<file path="src/rtl/rram_pulse_ctrl.sv">
// rtl/rram_pulse_ctrl.sv - timed READ/SET/RESET pulse sequencer for the RRAM 1T1R test array
//
// Accepts one command at a time and walks it through SETUP, PULSE and HOLD
// phases. Each phase drives the selected row and column enables. READ results
// and abort or reserved-opcode errors are returned through a valid/ready
// response.
//
// Ports:
//   clk, resetn          clock, synchronous active-low reset
//   cmd_*                command handshake and fields (op, row, col, width, gap)
//   abort                abandon the command in flight (SETUP/PULSE/HOLD only)
//   sense_in             synchronised sense comparator, sampled on last READ pulse cycle
//   wl_en, re_wl_en      one-hot wordline enables (program / read path)
//   bl_en, sl_en         one-hot program column drives (TE side / SL side)
//   re_bl_en             one-hot read column drive
//   rsp_*                response handshake, READ data and error flag
//   busy                 sequencer not idle
//   pulse_count          saturating count of SET/RESET pulses issued
module rram_pulse_ctrl #(
  parameter int CNT_W  = 8,
  parameter int PCNT_W = 16
) (
  input  logic              clk,
  input  logic              resetn,
  input  logic              cmd_valid,
  output logic              cmd_ready,
  input  logic [1:0]        cmd_op,
  input  logic              cmd_row,
  input  logic              cmd_col,
  input  logic [CNT_W-1:0]  cmd_width,
  input  logic [CNT_W-1:0]  cmd_gap,
  input  logic              abort,
  input  logic              sense_in,
  output logic [1:0]        wl_en,
  output logic [1:0]        re_wl_en,
  output logic [1:0]        bl_en,
  output logic [1:0]        sl_en,
  output logic [1:0]        re_bl_en,
  output logic              rsp_valid,
  input  logic              rsp_ready,
  output logic              rsp_data,
  output logic              rsp_err,
  output logic              busy,
  output logic [PCNT_W-1:0] pulse_count
);

  localparam logic [1:0] OP_READ  = 2'b00;
  localparam logic [1:0] OP_SET   = 2'b01;
  localparam logic [1:0] OP_RESET = 2'b10;
  localparam logic [1:0] OP_RSVD  = 2'b11;

  typedef enum logic [2:0] {
    S_IDLE,
    S_SETUP,
    S_PULSE,
    S_HOLD,
    S_RESP
  } state_t;

  state_t              state, state_nxt;
  logic [CNT_W-1:0]    cnt, cnt_nxt;
  logic [1:0]          op_q;
  logic                row_q, col_q;
  logic [CNT_W-1:0]    width_q, gap_q;
  logic                rsp_data_q, rsp_err_q;
  logic                data_nxt, err_nxt;
  logic [PCNT_W-1:0]   pulse_count_q;
  logic                ready_q;
  logic                latch_cmd;
  logic                count_pulse;

  // The down-counter is loaded with (length - 1) at each phase entry. The phase
  // ends when it reads zero, so an all-ones length gives exactly 2^CNT_W-1
  // cycles. A zero width is stretched to one cycle.
  logic [CNT_W-1:0]    cmd_w_m1, cmd_g_m1, width_m1, gap_m1;
  logic [1:0]          row_1h, col_1h;
  logic                prog_op, row_on, col_on;

  assign cmd_w_m1 = (cmd_width == '0) ? '0 : cmd_width - 1'b1;
  assign cmd_g_m1 = cmd_gap - 1'b1;
  assign width_m1 = (width_q == '0) ? '0 : width_q - 1'b1;
  assign gap_m1   = gap_q - 1'b1;

  always_ff @(posedge clk) begin
    if (!resetn) begin
      state         <= S_IDLE;
      cnt           <= '0;
      op_q          <= OP_READ;
      row_q         <= 1'b0;
      col_q         <= 1'b0;
      width_q       <= '0;
      gap_q         <= '0;
      rsp_data_q    <= 1'b0;
      rsp_err_q     <= 1'b0;
      pulse_count_q <= '0;
      ready_q       <= 1'b0;
    end else begin
      state      <= state_nxt;
      cnt        <= cnt_nxt;
      rsp_data_q <= data_nxt;
      rsp_err_q  <= err_nxt;
      // Holds cmd_ready low through reset and releases it one cycle after.
      ready_q    <= 1'b1;
      if (latch_cmd) begin
        op_q    <= cmd_op;
        row_q   <= cmd_row;
        col_q   <= cmd_col;
        width_q <= cmd_width;
        gap_q   <= cmd_gap;
      end
      if (count_pulse && (pulse_count_q != '1)) begin
        pulse_count_q <= pulse_count_q + 1'b1;
      end
    end
  end

  always_comb begin
    state_nxt   = state;
    cnt_nxt     = cnt;
    data_nxt    = rsp_data_q;
    err_nxt     = rsp_err_q;
    latch_cmd   = 1'b0;
    count_pulse = 1'b0;

    case (state)
      S_IDLE: begin
        // abort is deliberately not looked at here
        if (cmd_valid && ready_q) begin
          latch_cmd = 1'b1;
          data_nxt  = 1'b0;
          err_nxt   = 1'b0;
          if (cmd_op == OP_RSVD) begin
            state_nxt = S_RESP;
            err_nxt   = 1'b1;
          end else if (cmd_gap != '0) begin
            state_nxt = S_SETUP;
            cnt_nxt   = cmd_g_m1;
          end else begin
            state_nxt   = S_PULSE;
            cnt_nxt     = cmd_w_m1;
            count_pulse = (cmd_op != OP_READ);
          end
        end
      end

      S_SETUP: begin
        if (abort) begin
          state_nxt = S_RESP;
          err_nxt   = 1'b1;
          data_nxt  = 1'b0;
        end else if (cnt == '0) begin
          state_nxt   = S_PULSE;
          cnt_nxt     = width_m1;
          count_pulse = (op_q != OP_READ);
        end else begin
          cnt_nxt = cnt - 1'b1;
        end
      end

      S_PULSE: begin
        if (abort) begin
          state_nxt = S_RESP;
          err_nxt   = 1'b1;
          data_nxt  = 1'b0;
        end else if (cnt == '0) begin
          if (op_q == OP_READ) begin
            data_nxt = sense_in;
          end
          if (gap_q != '0) begin
            state_nxt = S_HOLD;
            cnt_nxt   = gap_m1;
          end else begin
            state_nxt = S_RESP;
          end
        end else begin
          cnt_nxt = cnt - 1'b1;
        end
      end

      S_HOLD: begin
        if (abort) begin
          state_nxt = S_RESP;
          err_nxt   = 1'b1;
          data_nxt  = 1'b0;
        end else if (cnt == '0) begin
          state_nxt = S_RESP;
        end else begin
          cnt_nxt = cnt - 1'b1;
        end
      end

      S_RESP: begin
        if (rsp_ready) begin
          state_nxt = S_IDLE;
          data_nxt  = 1'b0;
          err_nxt   = 1'b0;
        end
      end

      default: begin
        state_nxt = S_IDLE;
      end
    endcase
  end

  // Drivers depend only on registered state and latched command fields, so no
  // input can glitch the array enables combinationally. A reserved opcode never
  // reaches SETUP/PULSE/HOLD, so prog_op only needs to separate READ from SET/RESET.
  assign row_1h  = row_q ? 2'b10 : 2'b01;
  assign col_1h  = col_q ? 2'b10 : 2'b01;
  assign prog_op = (op_q == OP_SET) || (op_q == OP_RESET);
  assign row_on  = (state == S_SETUP) || (state == S_PULSE) || (state == S_HOLD);
  assign col_on  = (state == S_PULSE);

  assign wl_en    = (row_on && prog_op)              ? row_1h : 2'b00;
  assign re_wl_en = (row_on && (op_q == OP_READ))    ? row_1h : 2'b00;
  assign bl_en    = (col_on && (op_q == OP_SET))     ? col_1h : 2'b00;
  assign sl_en    = (col_on && (op_q == OP_RESET))   ? col_1h : 2'b00;
  assign re_bl_en = (col_on && (op_q == OP_READ))    ? col_1h : 2'b00;

  assign cmd_ready   = ready_q && (state == S_IDLE);
  assign busy        = (state != S_IDLE);
  assign rsp_valid   = (state == S_RESP);
  assign rsp_data    = rsp_data_q;
  assign rsp_err     = rsp_err_q;
  assign pulse_count = pulse_count_q;

endmodule

</file>
<file path="config.mk">
export PLATFORM = sky130hd
export DESIGN_NAME = rram_pulse_ctrl
export DESIGN_NICKNAME = d
export VERILOG_FILES = /design/src/rtl/rram_pulse_ctrl.sv
export SDC_FILE = /design/constraint.sdc
export NUM_CORES = 1
export LEC_CHECK = 0
export BUFFER_PORTS_ARGS = -buffer_cell sky130_fd_sc_hd__buf_2
export CORE_ASPECT_RATIO = 1.5
export CORE_MARGIN = 3
export CORE_UTILIZATION = 57
export CTS_CLUSTER_DIAMETER = 30
export DETAILED_ROUTE_END_ITERATION = 16
export PLACE_DENSITY = 0.81
export SLEW_MARGIN = 20
export SYNTH_ARGS = -nofsm -noshare
export SYNTH_HDL_FRONTEND = slang
export SYNTH_SLANG_ARGS = --single-unit
</file>
<file path="constraint.sdc">
create_clock -name clk -period 3.06 [get_ports clk]
set_input_delay 0.306 -clock clk [delete_from_list [all_inputs] [get_ports clk]]
set_output_delay 0.306 -clock clk [all_outputs]
set_load 0.01 [all_outputs]
</file>
==> qor.log <==
[routing] Initial DRT Pass Iterations 5
[yosys] asr flop ratio synth 0%
[critical_path] largest driver fanout on the critical path 12
[floorplan] boundary pin count 57
[yosys] summed instance area of the synthesized netlist 3402 um2
[critical_path] critical-path cell list inv_1 -> ha_1 -> or3b_1 -> nor4b_4 -> a31o_4 -> nand2_4 -> or4_1 -> a21oi_1
[placed_design] post-placement cell count 571
[critical_path] flop-to-flop setup slack 0.52 ns
[yosys] count of flip-flops with a built-in enable after synthesis 0
[yosys] xor/xnor cell area share of the yosys netlist 6.436%
[critical_path] CP Data Arrival Time 2.79 ns
[placed_design] HPWL Detailed 7168 um
[placed_design] RD Place Congestion 0.9071
[clock_tree] sink count of the clock tree 50
[sta] transition time of the tightest slew-check pin 0.9078 ns
[routing] via/cell ratio 6.097
[critical_path] Crit Path Category reg -> reg
[clock_tree] Post-CTS Setup Inserts 0
[finish] ant diodes 0
[clock_tree] Clk Latency, worst-skew pair 0.32 ns
[sta] unrepaired setup endpoints after global routing false
[power] Pwr per Cell Area 409.7 nW/um2
[yosys] portion of netlist area occupied by mux cells 2.354%
[clock_tree] maximum root-to-sink buffer count 2
[floorplan] placement row count 33
[placed_design] worst setup slack after placement 0.4141 ns
[yosys] area share of and/or/nand/nor cells after synthesis 32.14%
[yosys] synthesized area per cell 7.364 um2
[critical_path] delay of the slowest critical-path stage 0.51 ns
[finish] fraction of layout instances using a drive strength above 1 15.91%
[critical_path] depth of the most critical reg-to-reg path 8
[sta] final hold violation count 0
[critical_path] slowest stage cell, crit path sky130_fd_sc_hd__or4_1
[finish] area grow syn2layout 11.84%
[sta] max-slew violation count 0
[sta] achievable frequency 394.0 MHz
[routing] number of nets with antenna violations after detailed routing 0
[critical_path] critical path capture point type register
[global_route] initial antenna violation count 0
[sta] setup violation total in the final timing report 0
[placed_design] count of buffers inserted at the top-level ports 56
[routing] DRC viols 0
[yosys] post-synthesis register bit count 50
[yosys] yosys synthesis warning count 0
[power] Leak 0.001556 uW
[routing] drt wl/cell 15.75 um
[floorplan] width of the die 69.08 um
[yosys] proportion of synthesized chip area in sequential cells 29.42%
[global_route] largest net degree at the start of global routing 31
[global_route] residual overflow from global routing 0
[floorplan] full die area 6951 um2
[yosys] post-synth cell types 55
[clock_tree] clock buffer count from CTS 5
[yosys] Synth area leader sky130_fd_sc_hd__dfxtp_1
[yosys] synthesized-area fraction occupied by ao, oa, aoi and oai cells 19.90%
[sta] Layout Skew 0.009549 ns
[clock_tree] number of levels the H-tree was split into 2
[power] largest voltage drop on the vdd net 0.0002917 V
[global_route] Overall Global Routing Usage 25.61%
[routing] iteration-0 DRC count of the detailed router 274
[finish] most frequent cells in the layout sky130_fd_sc_hd__nand2_1 (79), sky130_fd_sc_hd__buf_2 (56), sky130_fd_sc_hd__dfxtp_1 (50)
[yosys] number of nets in the synthesized netlist 499
[routing] total length of routed wires 9122 um
[routing] via count of the routed design 3,530
[power] total chip power 1559 uW
[yosys] main area contributors after synthesis sky130_fd_sc_hd__dfxtp_1 (29%), sky130_fd_sc_hd__nand2_1 (8.7%), sky130_fd_sc_hd__a21oi_1 (6.3%)
[clock_tree] TritonCTS clock tree built
[floorplan] placeable core area 5615 um2
[sta] Worst Slack Setup Final 0.5222 ns
[yosys] portion of synthesized cell area occupied by the leading cell type 29.42%
[yosys] largest family of logic cells by synthesized area simple AND/OR/NAND/NOR gates
[clock_tree] post-cts repair resize count 0
[floorplan] die extent in y 100.6 um
[finish] net count of the finished layout 545
[finish] post-route non-filler standard cell count 579
[yosys] flip-flop cell with the highest count after synthesis sky130_fd_sc_hd__dfxtp_1
[yosys] synthesized netlist cell count 462
[clock_tree] cts-stage hold buffer count 0
[global_route] number of global-route vias before repair 3,279
[clock_tree] clock input transition at the sequential cells of the worst setup and hold paths 0.10 ns
[sta] ratio of final minimum period to clock period 82.94%
[clock_tree] clock root cell sky130_fd_sc_hd__clkbuf_8
[yosys] adder-cell area share of the yosys netlist 4.340%
[sta] Final min period 2.538 ns
[finish] most common cell after layout, fill and taps aside sky130_fd_sc_hd__nand2_1
[sta] Max transition margin 38.69%
[sta] final sum of negative setup slack 0 ns
[flow_run] reported max-cap violation count 0
[hold_path] worst min-delay path category in -> reg
[global_route] wire length of the first global-routing pass 14,630 um
[critical_path] crit path launch type register
[run_status] outcome finished, final reports clean
[floorplan] initial cell density of the core 60.58%
[critical_path] Req. time, crit path 3.31 ns
[hold_path] hold depth 3
==> cell type report <==
class | instances | area, um2
multi-input cells | 367 | 2217
fillers | 491 | 1810
flip-flops and latches | 50 | 1001
inverters | 23 | 86.33
repair buffers | 61 | 317.8
clock inverters | 3 | 26.28
clock buffers | 5 | 68.82
well taps | 70 | 87.58
==> cell usage after synthesis, drive strengths merged, types with 2 or more instances <==
library cell,number
dfxtp,50
nand3,23
mux2i,8
xor2,14
o22ai,8
and3,10
nand2,80
o21ai,14
nor3b,6
a21oi,43
a211oi,4
ha,11
o221ai,3
nor2b,2
xnor2,11
nand4,4
o311ai,2
nor3,13
clkbuf,14
and2,7
o211ai,6
inv,23
nor4b,5
nor2,39
a31oi,4
or3,4
nand2b,2
buf,8
nor4,9
a22oi,2
or4,7
or3b,5
o31ai,8
a221oi,2
==> power breakdown <==
| group | internal (uW) | total [uW] | switching [uW] |
|---|---|---|---|
| registers | 678 | 712 | 34.4 |
| clock network | 171 | 428 | 257 |
| logic | 162 | 419 | 257 |
| total | 1010 | 1560 | 549 |
==> worst paths after layout <==
kind | start | to
setup / recovery | cnt[0]$_SDFFE_PN0P_ | pulse_count[5]$_SDFFE_PN0P_
hold / removal | cmd_row | row_q$_SDFFE_PN0P_
setup reg to reg | cnt[0]$_SDFFE_PN0P_ | pulse_count[5]$_SDFFE_PN0P_
hold reg to reg | rsp_data$_SDFFE_PN0P_ | rsp_data$_SDFFE_PN0P_
==> cells by family after synthesis <==
kind of cell,count (synthesis)
compound gates,105
buf+inv,45
xor+xnor,25
simple gates,217
fa+ha+maj,12
mux,8
flops,50
==> flip-flops by register name, indices dropped and copies added, names as in the netlist <==
| register | cells |
|---|---|
| pulse_count | 16 |
| gap_q | 8 |
| op_q | 2 |
| rsp_err | 1 |
| col_q | 1 |
| cnt | 8 |
| row_q | 1 |
| width_q | 8 |
| state | 3 |
| rsp_data | 1 |
| ready_q | 1 |
==> metrics by stage <==
step / utilization [%] / hold slack [ns] / cell area [um2]
CTS: 67.76 / 0.2110 / 3805
finish: 67.76 / 0.2164 / 3805
global placement: 66.07 / 0.4407 / 3710
floorplan: - / 0.3337 / 3402
global route: 67.76 / 0.2169 / 3805
detailed placement: 66.07 / 0.4552 / 3710
==> per-layer routing <==
| metal | part of all wire [%] | track usage, % | vias to the layer above | routed length [um] |
|---|---|---|---|---|
| met1 | 40 | 28.75 | 1645 | 3649 |
| li1 | - | - | 1742 | - |
| met2 | 52 | 47.50 | 120 | 4736 |
| met3 | 5.1 | 3.693 | 23 | 461 |
| met5 | 0 | 0 | - | 0 |
| met4 | 3.0 | 11.43 | 0 | 274 |
==> worst max-delay path, delay by kind of cell (launching register included) <==
kind,cells,cell delay [ns]
fa+ha+maj,1,0.19
simple gates,4,1.46
flops,1,0.38
compound gates,2,0.35
buf+inv,1,0.08
Note: power is estimated with default switching activity, not from simulation.
